`src/rtl/mem_arbiter_if.sv`:
```
// Bundle of the two requester ports, the shared memory read port and arbiter status.
// The arbiter uses the slave view; requesters/memory model use the master view.
interface mem_arbiter_if #(
    parameter int DATA_W = 16
);
    logic              req0_read;
    logic [DATA_W-1:0] req0_address;
    logic [DATA_W-1:0] req0_value;
    logic              req0_ready;

    logic              req1_read;
    logic [DATA_W-1:0] req1_address;
    logic [DATA_W-1:0] req1_value;
    logic              req1_ready;

    logic [DATA_W-1:0] mem_address;
    logic              mem_read;
    logic [DATA_W-1:0] mem_value;
    logic              mem_ready;

    logic              grant;
    logic              busy;
    logic              timeout_err;

    modport slave (
        input  req0_read, req0_address, req1_read, req1_address,
        input  mem_value, mem_ready,
        output req0_value, req0_ready, req1_value, req1_ready,
        output mem_address, mem_read, grant, busy, timeout_err
    );

    modport master (
        output req0_read, req0_address, req1_read, req1_address,
        output mem_value, mem_ready,
        input  req0_value, req0_ready, req1_value, req1_ready,
        input  mem_address, mem_read, grant, busy, timeout_err
    );
endinterface

```
`src/rtl/mem_arbiter.sv`:
```
// Round-robin arbiter sharing one memory read port between instruction fetch (port 0)
// and data/debug (port 1), with a watchdog that aborts accesses the memory never finishes.
//
//  state   | meaning
//  --------+-----------------------------------------------------------------
//  IDLE    | no access in flight; pick a requester (priority holder on a tie)
//  ACCESS  | mem_read held high for the owner; wait for mem_ready or watchdog
//  RELEASE | access finished; wait for mem_ready to drop before re-arbitrating
module mem_arbiter #(
    parameter int DATA_W  = 16,
    parameter int TIMEOUT = 64
) (
    input logic          clock,
    input logic          reset,
    mem_arbiter_if.slave bus
);
    typedef enum logic [1:0] {
        IDLE    = 2'd0,
        ACCESS  = 2'd1,
        RELEASE = 2'd2
    } state_t;

    localparam logic [7:0] TIMER_LAST = 8'(TIMEOUT - 1);

    state_t            state, state_nx;
    logic              prio, prio_nx;
    logic [7:0]        timer, timer_nx;
    logic              grant_q, grant_nx;
    logic [DATA_W-1:0] addr_q, addr_nx;
    logic              read_q, read_nx;
    logic [DATA_W-1:0] val0_q, val0_nx;
    logic [DATA_W-1:0] val1_q, val1_nx;
    logic              rdy0_q, rdy0_nx;
    logic              rdy1_q, rdy1_nx;
    logic              terr_q, terr_nx;
    logic              busy_q, busy_nx;

    logic any_req;
    logic sel;
    logic expired;

    assign any_req = bus.req0_read | bus.req1_read;
    // On a tie the priority holder wins; otherwise whichever port is asking.
    assign sel     = (bus.req0_read & bus.req1_read) ? prio : bus.req1_read;
    assign expired = (timer == TIMER_LAST);

    // State and all registered outputs
    always_ff @(posedge clock or posedge reset) begin
        if (reset) begin
            state   <= IDLE;
            prio    <= 1'b0;
            timer   <= 8'd0;
            grant_q <= 1'b0;
            addr_q  <= '0;
            read_q  <= 1'b0;
            val0_q  <= '0;
            val1_q  <= '0;
            rdy0_q  <= 1'b0;
            rdy1_q  <= 1'b0;
            terr_q  <= 1'b0;
            busy_q  <= 1'b0;
        end else begin
            state   <= state_nx;
            prio    <= prio_nx;
            timer   <= timer_nx;
            grant_q <= grant_nx;
            addr_q  <= addr_nx;
            read_q  <= read_nx;
            val0_q  <= val0_nx;
            val1_q  <= val1_nx;
            rdy0_q  <= rdy0_nx;
            rdy1_q  <= rdy1_nx;
            terr_q  <= terr_nx;
            busy_q  <= busy_nx;
        end
    end

    always_comb begin
        state_nx = state;
        case (state)
            IDLE: begin
                if (any_req) state_nx = ACCESS;
            end
            ACCESS: begin
                if (bus.mem_ready || expired) state_nx = RELEASE;
            end
            RELEASE: begin
                if (!bus.mem_ready) state_nx = IDLE;
            end
            default: state_nx = IDLE;
        endcase
    end

    always_comb begin
        prio_nx  = prio;
        timer_nx = timer;
        grant_nx = grant_q;
        addr_nx  = addr_q;
        read_nx  = read_q;
        val0_nx  = val0_q;
        val1_nx  = val1_q;
        rdy0_nx  = 1'b0;
        rdy1_nx  = 1'b0;
        terr_nx  = 1'b0;
        busy_nx  = (state_nx != IDLE);
        case (state)
            IDLE: begin
                if (any_req) begin
                    addr_nx  = sel ? bus.req1_address : bus.req0_address;
                    read_nx  = 1'b1;
                    grant_nx = sel;
                    timer_nx = 8'd0;
                end
            end
            ACCESS: begin
                // Data beats the watchdog when both land on the same edge.
                if (bus.mem_ready) begin
                    read_nx = 1'b0;
                    prio_nx = ~grant_q;
                    if (grant_q) begin
                        val1_nx = bus.mem_value;
                        rdy1_nx = 1'b1;
                    end else begin
                        val0_nx = bus.mem_value;
                        rdy0_nx = 1'b1;
                    end
                end else if (expired) begin
                    read_nx = 1'b0;
                    prio_nx = ~grant_q;
                    terr_nx = 1'b1;
                    if (grant_q) begin
                        val1_nx = '0;
                        rdy1_nx = 1'b1;
                    end else begin
                        val0_nx = '0;
                        rdy0_nx = 1'b1;
                    end
                end else begin
                    timer_nx = timer + 8'd1;
                end
            end
            default: ;
        endcase
    end

    assign bus.req0_value  = val0_q;
    assign bus.req0_ready  = rdy0_q;
    assign bus.req1_value  = val1_q;
    assign bus.req1_ready  = rdy1_q;
    assign bus.mem_address = addr_q;
    assign bus.mem_read    = read_q;
    assign bus.grant       = grant_q;
    assign bus.busy        = busy_q;
    assign bus.timeout_err = terr_q;
endmodule

```
`src/flat_wrapper.sv`:
```
// flat-port wrapper written by rule: the top's interface ports become plain ports
module mem_arbiter_flat 
#(
    parameter int DATA_W  = 16,
    parameter int TIMEOUT = 64
)
  (clock, reset, bus_req0_read, bus_req0_address, bus_req1_read, bus_req1_address, bus_mem_value, bus_mem_ready, bus_req0_value, bus_req0_ready, bus_req1_value, bus_req1_ready, bus_mem_address, bus_mem_read, bus_grant, bus_busy, bus_timeout_err);
  mem_arbiter_if #(.DATA_W(DATA_W)) bus_i ();
  input logic clock;
  input logic reset;
  input wire logic [$bits(bus_i.req0_read)-1:0] bus_req0_read;
  input wire logic [$bits(bus_i.req0_address)-1:0] bus_req0_address;
  input wire logic [$bits(bus_i.req1_read)-1:0] bus_req1_read;
  input wire logic [$bits(bus_i.req1_address)-1:0] bus_req1_address;
  input wire logic [$bits(bus_i.mem_value)-1:0] bus_mem_value;
  input wire logic [$bits(bus_i.mem_ready)-1:0] bus_mem_ready;
  output wire logic [$bits(bus_i.req0_value)-1:0] bus_req0_value;
  output wire logic [$bits(bus_i.req0_ready)-1:0] bus_req0_ready;
  output wire logic [$bits(bus_i.req1_value)-1:0] bus_req1_value;
  output wire logic [$bits(bus_i.req1_ready)-1:0] bus_req1_ready;
  output wire logic [$bits(bus_i.mem_address)-1:0] bus_mem_address;
  output wire logic [$bits(bus_i.mem_read)-1:0] bus_mem_read;
  output wire logic [$bits(bus_i.grant)-1:0] bus_grant;
  output wire logic [$bits(bus_i.busy)-1:0] bus_busy;
  output wire logic [$bits(bus_i.timeout_err)-1:0] bus_timeout_err;
  assign bus_i.req0_read = bus_req0_read;
  assign bus_i.req0_address = bus_req0_address;
  assign bus_i.req1_read = bus_req1_read;
  assign bus_i.req1_address = bus_req1_address;
  assign bus_i.mem_value = bus_mem_value;
  assign bus_i.mem_ready = bus_mem_ready;
  assign bus_req0_value = bus_i.req0_value;
  assign bus_req0_ready = bus_i.req0_ready;
  assign bus_req1_value = bus_i.req1_value;
  assign bus_req1_ready = bus_i.req1_ready;
  assign bus_mem_address = bus_i.mem_address;
  assign bus_mem_read = bus_i.mem_read;
  assign bus_grant = bus_i.grant;
  assign bus_busy = bus_i.busy;
  assign bus_timeout_err = bus_i.timeout_err;
  mem_arbiter #(.DATA_W(DATA_W), .TIMEOUT(TIMEOUT)) u_core (.clock(clock), .reset(reset), .bus(bus_i));
endmodule
```
`config.mk`:
```
export PLATFORM = sky130hd
export DESIGN_NAME = mem_arbiter_flat
export DESIGN_NICKNAME = d
export VERILOG_FILES = /design/src/rtl/mem_arbiter_if.sv /design/src/rtl/mem_arbiter.sv /design/src/flat_wrapper.sv
export SDC_FILE = /design/constraint.sdc
export NUM_CORES = 1
export LEC_CHECK = 0
export ABC_AREA = 1
export BUFFER_PORTS_ARGS = -buffer_cell sky130_fd_sc_hd__clkbuf_2
export CORE_UTILIZATION = 44
export CTS_BUF_LIST = sky130_fd_sc_hd__clkbuf_16
export CTS_CLUSTER_SIZE = 30
export DETAILED_ROUTE_END_ITERATION = 8
export PLACE_DENSITY_LB_ADDON = 0.3
export SLEW_MARGIN = 20
export SYNTH_ARGS = -nofsm -noshare
export SYNTH_HDL_FRONTEND = slang
export SYNTH_SLANG_ARGS = --single-unit
```
`constraint.sdc`:
```
create_clock -name clock -period 1.7 [get_ports clock]
set_input_delay 0.255 -clock clock [delete_from_list [all_inputs] [get_ports clock]]
set_output_delay 0.255 -clock clock [all_outputs]
set_load 0.1 [all_outputs]
```
After elaboration in Yosys (flattened, before gate mapping) --
Cells that the tools add are included. Widths: inputs -> output; s select.
Word-level totals: bits in registers 65, output and inout bits 54, word-level logic and storage cells 69
Operators by class: $add $sub $neg 1, eq/ne operators 7, mux-type cells 35, bitwise operators 3, reduce and logical (&&, ||, !) cells 11
Operator list (number):
- $mux 16 | 9
- $mux 8 | 3
- $mux 1 | 17
- $pmux 8 s2 | 1
- $reduce_and 3->1 | 3
- $add 8x1->8 const B | 1
- $eq 8x6->1 const B | 1
- $mux 2 | 3
- $pmux 2 s3 | 1
- $reduce_bool 2->1 | 3
- $ne 2x2->1 const B | 2
- $reduce_and 2->1 | 2
- $reduce_and 4->1 | 1
- $ne 3x2->1 const B | 1
- $eq 2x1->1 const B | 1
- $eq 2x2->1 const B | 1
- $logic_not 2->1 | 1
- $ne 2x1->1 const B | 1
- $pmux 1 s2 | 1
- $and 1x1->1 | 1
- $logic_or 1x1->1 | 1
- $not 1->1 | 1
- $or 1x1->1 | 1

Longest topological paths before layout --
Gate-level depths: netlist (run 1).
word-level depth 5, depth in mapped cells 9, gate-level depth less buffers 8

Worst setup path before layout (run 1) --
No wires, ideal clock.
path kind reg2reg, start reg u_core.grant_q (netlist: u_core.bus.grant), end reg u_core.val0_q[15] (netlist: u_core.bus.req0_value[15]), library setup time 0.122 ns, arrival 1.794 ns, data required time 1.578 ns, path slack -0.216 ns, stages on the path, launching flop included 6, buffers on the path 2, period minus slack after synthesis 1.916 ns, cells stage by stage dfrtp_1 > buf_4 > clkinv_1 > clkbuf_1 > nand4_1 > nand2_1
On the way: longest elaborated chain between the ends 2
Ends and longest elaborated chain:
- start, declared | line mem_arbiter.sv:28 | logic grant_q, grant_nx;
- start signal, assigned | line mem_arbiter.sv:66 | grant_q <= grant_nx;
- $not 1->1 (no source line)
- $reduce_and 3->1 (no source line)
- end signal, assigned | line mem_arbiter.sv:69 | val0_q <= val0_nx;
- end, declared | line mem_arbiter.sv:31 | logic [DATA_W-1:0] val0_q, val0_nx;
Every way passes these cells. A chain may end at the register's enable or synchronous reset.

Final worst setup path (run 1) --
start reg u_core.timer[0], end reg u_core.val0_q[0] (netlist: u_core.bus.req0_value[0])
On the way: longest elaborated chain between the ends 3
Ends and longest elaborated chain:
- start, declared | line mem_arbiter.sv:27 | logic [7:0] timer, timer_nx;
- start signal, assigned | line mem_arbiter.sv:65 | timer <= timer_nx;
- $eq 8x6->1 | line mem_arbiter.sv:45 | assign expired = (timer == TIMER_LAST);
- $reduce_bool 2->1 (no source line)
- $reduce_and 3->1 (no source line)
Every way passes these cells.

==> flow_summary.yaml, run 1 <==
clock_tree:
  htree_num_levels: 3
  clock_latency_ns: 0.33
  clock-sinks: 65
  cts_setup_buffers: 0
  clockBufferDepth: 2
  path_clk_slew_ns: 0.06
  numCtsBuffers: 9
  tritoncts: "yes"
  root_buffer: "clkbuf_16"
layout:
  drive_above_1_share: 0.327
  layout_commonest_cell: "nand2_1"
  regArea_um2: 1630
  nNetsFinal: 501
  layout_common_cells: "113 x nand2_1, 105 x clkbuf_2, 64 x dfrtp_1"
  multiInputGateArea_um2: 1150
  fillers: 558
  post-route-cell-area_um2: 3890
  antenna_cells_inserted: 0
  area_delta_synth_final_pct: 32.7
setup_path:
  end_kind: "flop"
  crit_path_max_incr_delay_ns: 0.41
  worstPathArrival_ns: 1.77
  required_ns: 1.91
  path_cells: "ha_1, nand2_2, nor2_4, nand3_4, nand2_4, nand3_4, nand2_1, nand2_1"
  crit_fanout: 18
  crit_path_start_kind: "flop"
  worst_path_max_delay_cell: "dfrtp_1"
  path_class: "reg2reg"
detailed_routing:
  num_vias: 2683
  routed_wl_um: 6970
  detail_route.vias_per_cell: 5.07
  drt-initial-drc-count: 175
  drtPass1Iterations: 4
  drc: 0
  wire_per_inst_um: 13.2
  final_antenna_net_count: 0
timing:
  fmaxAchievable_ghz: 0.642
  fin_skew_ns: 0.00492
  hold_viol: 0
  hold_ws_ns: 0.182
  fin_crit_sh: 0.917
  tightest_slew_ns: 0.564
  min_period_ns: 1.56
  grt_setup_unrepaired: "no"
  relSlewSlack: 0.626
  slew_violations: 0
  postLayoutSetupSlackWorst_ns: 0.142
  setup_tns_ns: 0
  setup_viol: 0
floorplan:
  die-area_um2: 7000
  rows: 29
  start_util: 0.460
  die_y_um: 83.7
  die_w_um: 83.7
  io_pins: 107
  core_region_area_um2: 6390
logic_synthesis:
  synth_nets: 390
  ys_ff_latch: 65
  synth_area_um2: 2940
  synth_warnings: 0
  synth_cell_types: 26
  synthCells: 336
  avgSynthCellArea_um2: 8.74
  yosysSeqAreaShare: 0.554
global_route:
  grt_start_max_net_pins: 35
  grt_pass1_vias: 2557
  antenna_found_initial: 0
  grt.total_usage: 0.217
  overflow: 0
  grt_first_pass_wirelength_um: 12000
placement:
  portBuffers: 106
  hpwlAfterDp_um: 4930
  place.gp.congestion: 0.801
  dp_slack_ns: 0.145
  place_area_um2: 3560
run:
  maxCapViolations: 0
outcome:
  status: "complete, no violations"
worst_hold_path:
  hold_class: "in2reg"
==> logic make-up after synthesis <==
kind of cell	Yosys count	synth area share
AOI/OAI and AO/OA	35	0.0610
DFF	65	0.554
and+or+nand+nor	200	0.324
xor gates and xnor gates	1	0.00298
buffers and inverters	34	0.0537
adders and majority gates	1	0.00426
==> registers in the layout (all words and copies together), names as in the netlist <==
signal,flops
u_core.state,2
u_core.bus.req0_ready,1
u_core.bus.mem_address,16
u_core.bus.req1_value,16
u_core.bus.grant,1
u_core.timer,8
u_core.prio,1
u_core.bus.mem_read,1
u_core.bus.req1_ready,1
u_core.bus.req0_value,16
u_core.bus.timeout_err,1
u_core.bus.busy,1
==> path summary, 6_finish.rpt <==
kind / from / end / slack, ns / cells after the start
setup reg to reg: u_core.timer[0] / u_core.bus.req0_value[0] / 0.14 / 8
hold reg to reg: u_core.bus.req1_value[5] / u_core.bus.req1_value[5] / 0.47 / 2
setup / recovery: u_core.timer[0] / u_core.bus.req0_value[0] / 0.14 / 8
min in group asynchronous: reset / u_core.bus.req0_value[3] / 0.50 / 3
max in group asynchronous: reset / u_core.bus.req0_value[6] / 0.70 / 4
hold / removal: bus_mem_value[12] / u_core.bus.req0_value[12] / 0.18 / 3
==> layout make-up <==
type,count,share of cell area
repair buffers,117,0.162
clock inverters,7,0.0244
clock buffers,9,0.0578
well taps,77,0.0247
multi-input cells,237,0.296
flip-flops and latches,65,0.418
inverters,17,0.0174
==> Yosys cell counts, drive strengths merged <==
cell type	number	area, um^2
nand2	119	467
inv	16	60.1
clkbuf	11	43.8
nand4	33	206
buf	6	50.0
xor2	1	8.76
dfrtp	65	1630
nor2	27	125
nor3	1	5.00
nor3b	2	15.0
ha	1	12.5
clkinv	1	3.75
o21a	1	8.76
o21ai	34	170
nand3	18	133
==> metrics by stage <==
stage | std cells | utilization
floorplan | 336 | -
global placement | 512 | 0.558
detailed placement | 512 | 0.558
CTS | 529 | 0.610
global route | 529 | 0.610
finish | 529 | 0.610
==> timing repair <==
action                    4_1_cts  5_1_grt
hold buffers                    1        0
hold endpoints to repair       18        0
resized for setup               0        0
==> metal layers <==
metal  GRT usage  vias up  routed length (um)
li1            -     1336                   -
met1       0.285     1217                3100
met2       0.338      115                3210
met3      0.0643       15                 502
met4      0.0863        0                 153
met5           0        -                   0
==> critical path, delay by kind of cell, from the launching register on <==
family / cells / cell delay (ns)
and+or+nand+nor: 7 / 0.82
adders and majority gates: 1 / 0.22
DFF: 1 / 0.41
Power of run 1 is not shown: default switching activity piles up to over one toggle a cycle in this logic, so the estimate is an artifact.
==> run 2, diff against run 1 <==
--- a/config.mk
+++ b/config.mk
@@ -12,6 +12,7 @@
 export CTS_CLUSTER_SIZE = 30
 export DETAILED_ROUTE_END_ITERATION = 8
 export PLACE_DENSITY_LB_ADDON = 0.3
+export SETUP_SLACK_MARGIN = 0.15
 export SLEW_MARGIN = 20
 export SYNTH_ARGS = -nofsm -noshare
 export SYNTH_HDL_FRONTEND = slang
==> flow_summary.yaml, run 2 (same netlist as run 1, synthesis figures left out) <==
outcome:
  status: "complete, no violations"
global_route:
  antenna_found_initial: 0
  grt_first_pass_wirelength_um: 11800
  grt.total_usage: 0.212
  grt_start_max_net_pins: 35
  overflow: 0
  grt_pass1_vias: 2506
floorplan:
  rows: 29
  die_y_um: 83.7
  start_util: 0.460
  io_pins: 107
  die_w_um: 83.7
  core_region_area_um2: 6390
  die-area_um2: 7000
timing:
  min_period_ns: 1.52
  grt_setup_unrepaired: "yes"
  setup_viol: 0
  hold_viol: 0
  fmaxAchievable_ghz: 0.660
  fin_skew_ns: 0.00545
  setup_tns_ns: 0
  relSlewSlack: 0.630
  slew_violations: 0
  fin_crit_sh: 0.892
  tightest_slew_ns: 0.558
placement:
  portBuffers: 106
  hpwlAfterDp_um: 4970
  place.gp.congestion: 0.785
clock_tree:
  clock_latency_ns: 0.33
  htree_num_levels: 3
  tritoncts: "yes"
  numCtsBuffers: 9
  root_buffer: "clkbuf_16"
  clock-sinks: 65
  path_clk_slew_ns: 0.06
  clockBufferDepth: 2
setup_path:
  worstPathArrival_ns: 1.26
  crit_family: "buffers and inverters"
  crit_fanout: 19
  crit_path_start_kind: "flop"
  required_ns: 1.44
  path_class: "reg2out"
  path_cells: "buf_4, buf_6"
  end_kind: "output port"
  cp_num_buf_inv: 2
  crit_path_max_incr_delay_ns: 0.40
  worst_path_max_delay_cell: "dfrtp_4"
layout:
  fillers: 581
  antenna_cells_inserted: 0
  layout_commonest_cell: "nand2_1"
  layout_common_cells: "113 x nand2_1, 105 x clkbuf_2, 64 x dfrtp_1"
  drive_above_1_share: 0.338
  regArea_um2: 1630
  multiInputGateArea_um2: 1200
  nNetsFinal: 508
  area_delta_synth_final_pct: 34.7
detailed_routing:
  routed_wl_um: 7270
  detail_route.vias_per_cell: 5.13
  drt-initial-drc-count: 133
  drc: 0
  wire_per_inst_um: 13.6
  num_vias: 2748
  drtPass1Iterations: 4
  final_antenna_net_count: 0
run:
  maxCapViolations: 0
worst_hold_path:
  hold_class: "in2reg"
run 2: cell types whose count changed in the layout (fill, tap and decap cells not counted), sizes merged:
| cell | previous run | this run |
|---|---|---|
| bufinv | 2 | 0 |
| nand3 | 18 | 20 |
| buf | 11 | 16 |
| clkinvlp | 2 | 3 |
| inv | 15 | 16 |
run 2: through the flow:
step	instance area, um^2	hold WS, ns	util	cells	worst slack (ns)
global placement	3580	0.308	0.560	512	0.227
finish	3960	0.180	0.619	536	0.184
floorplan	2940	0.393	-	336	0.167
detailed placement	3580	0.300	0.560	512	0.164
global route	3960	0.193	0.619	536	0.118
CTS	3860	0.175	0.605	529	0.136
run 2: per-layer routing:
metal | share of wire | wire (um) | track usage
met1 | 0.43 | 3150 | 0.281
met2 | 0.47 | 3440 | 0.333
met3 | 0.082 | 599 | 0.0504
met4 | 0.012 | 88 | 0.0878
met5 | 0 | 0 | 0
run 2: path summary, 6_finish.rpt:
| path | from | to | slack [ns] | cells past startpoint |
|---|---|---|---|---|
| min in group asynchronous | reset | u_core.bus.mem_address[10] | 0.50 | 3 |
| max in group asynchronous | reset | u_core.bus.req0_value[1] | 0.74 | 4 |
| setup reg to reg | u_core.timer[1] | u_core.bus.req0_value[0] | 0.24 | 8 |
| hold / removal | bus_mem_value[9] | u_core.bus.req0_value[9] | 0.18 | 3 |
| hold reg to reg | u_core.bus.req1_value[2] | u_core.bus.req1_value[2] | 0.47 | 2 |
| setup / recovery | u_core.bus.grant | bus_grant | 0.18 | 2 |
run 2: final cells by class:
class,count,share of cell area
Clock buffer,9,0.0569
Clock inverter,7,0.0117
Inverter,17,0.0171
Multi-Input combinational cell,239,0.305
Sequential cell,65,0.412
Tap cell,77,0.0244
Timing Repair Buffer,122,0.173
run 2: what timing repair did:
action	in CTS	in global routing
endpoints found under the hold margin	16	0
hold buffers	1	0
resized for setup	1	5
gates cloned	0	2
setup endpoints to repair	5	43
setup buffers	0	5
pin swaps	0	1
run 2: worst register-to-register path: cells and delay by family, from the launching register on:
family	cells	cell delay [ns]
simple gates	7	0.76
flops	1	0.37
fa+ha+maj	1	0.22
Power of run 2 is left out for the same reason.
==> run 3, diff against run 2 <==
--- a/config.mk
+++ b/config.mk
@@ -11,7 +11,7 @@
 export CTS_BUF_LIST = sky130_fd_sc_hd__clkbuf_16
 export CTS_CLUSTER_SIZE = 30
 export DETAILED_ROUTE_END_ITERATION = 8
-export PLACE_DENSITY_LB_ADDON = 0.3
+export PLACE_DENSITY_LB_ADDON = 0.2
 export SETUP_SLACK_MARGIN = 0.15
 export SLEW_MARGIN = 20
 export SYNTH_ARGS = -nofsm -noshare
==> flow_summary.yaml, run 3 (same netlist as run 1, synthesis figures left out) <==
global_route:
  grt_pass1_vias: 2493
  grt_start_max_net_pins: 35
  grt.total_usage: 0.212
  grt_first_pass_wirelength_um: 11700
  overflow: 0
  antenna_found_initial: 0
floorplan:
  die-area_um2: 7000
  start_util: 0.460
  rows: 29
  die_y_um: 83.7
  die_w_um: 83.7
  io_pins: 107
  core_region_area_um2: 6390
layout:
  drive_above_1_share: 0.357
  antenna_cells_inserted: 0
  layout_commonest_cell: "nand2_1"
  nNetsFinal: 514
  area_delta_synth_final_pct: 39.9
  layout_common_cells: "110 x nand2_1, 105 x clkbuf_2, 63 x dfrtp_1"
  fillers: 556
clock_tree:
  tritoncts: "yes"
  htree_num_levels: 3
  numCtsBuffers: 9
  path_clk_slew_ns: 0.05
  root_buffer: "clkbuf_16"
  clock_latency_ns: 0.33
  clock-sinks: 65
  clockBufferDepth: 2
setup_path:
  path_class: "reg2out"
  path_cells: "buf_4"
  end_kind: "output port"
  worst_path_max_delay_cell: "dfrtp_4"
  cp_num_buf_inv: 1
  crit_path_max_incr_delay_ns: 0.60
  ff2ff_setup_slack_ns: 0.15
  rr_startpoint: "u_core.timer[1]"
  crit_family: "flip-flops"
  r2r_cells: 8
  crit_fanout: 21
  worstPathArrival_ns: 1.29
  timing.rr.end: "u_core.bus.req1_value[2]"
  crit_path_start_kind: "flop"
  required_ns: 1.44
worst_hold_path:
  hold_class: "in2reg"
  hold_path.startpoint: "bus_mem_value[4]"
  min_to: "u_core.bus.req1_value[4]"
  hold_depth: 3
timing:
  fin_skew_ns: 0.00606
  tightest_slew_ns: 0.560
  slew_violations: 0
  postLayoutSetupSlackWorst_ns: 0.151
  grt_setup_unrepaired: "yes"
  relSlewSlack: 0.628
  setup_tns_ns: 0
  setup_viol: 0
  hold_viol: 0
  fmaxAchievable_ghz: 0.646
  min_period_ns: 1.55
  fin_crit_sh: 0.911
detailed_routing:
  drc: 0
  drt-initial-drc-count: 255
  wire_per_inst_um: 13.8
  final_antenna_net_count: 0
  drtPass1Iterations: 5
  routed_wl_um: 7460
  num_vias: 2795
  detail_route.vias_per_cell: 5.16
placement:
  place.gp.congestion: 0.861
  hpwlAfterDp_um: 4840
  portBuffers: 106
  dp_slack_ns: 0.142
run:
  maxCapViolations: 0
outcome:
  status: "complete, no violations"
run 3: changes by cell type in the layout (fill, tap and decap cells not counted), sizes merged:
| cell | delta |
|---|---|
| buf | +3 |
| nand3 | +3 |
| bufinv | +2 |
| clkinv | -2 |
run 3: worst max path at each step:
stage	start	to	slack [ns]	cells past startpoint
global placement	u_core.timer[0]	u_core.bus.req0_value[3]	0.21	8
finish	u_core.bus.grant	bus_grant	0.15	1
CTS	u_core.timer[0]	u_core.bus.req0_value[3]	0.13	8
detailed placement	u_core.timer[0]	u_core.bus.req0_value[3]	0.14	8
global route	u_core.timer[1]	u_core.bus.req1_value[12]	0.09	8
floorplan	u_core.bus.grant	u_core.bus.req0_value[15]	0.17	5
run 3: per-stage QoR:
step	std cells	cell area (um^2)	hold WS [ns]	utilization
2_1_floorplan	336	2940	0.393	-
3_3_place_gp	512	3580	0.302	0.560
3_5_place_dp	512	3580	0.304	0.560
4_1_cts	529	3900	0.176	0.611
5_1_grt	542	4110	0.185	0.643
6_report	542	4110	0.180	0.643
run 3: final cells by class:
type	count	area, um^2	area share
Clock buffer	9	225	0.0548
Tap cell	77	96.3	0.0235
Multi-Input combinational cell	242	1270	0.309
Timing Repair Buffer	125	728	0.177
Sequential cell	65	1630	0.397
Clock inverter	7	86.3	0.0210
Inverter	17	71.3	0.0174
run 3: metal layers:
metal / track usage / vias up / share of wire
met5: 0 / - / 0
met4: 0.0817 / 0 / 0.017
met3: 0.0742 / 13 / 0.079
met2: 0.313 / 122 / 0.44
met1: 0.287 / 1289 / 0.46
li1: - / 1371 / -
run 3: what timing repair did:
item | CTS | global route
endpoints found under the setup margin | 6 | 40
resized for setup | 0 | 13
pin swaps | 0 | 4
hold buffers | 1 | 0
cloned | 0 | 5
hold endpoints to repair | 18 | 0
setup buffers | 0 | 8
Power of run 3 is left out for the same reason.
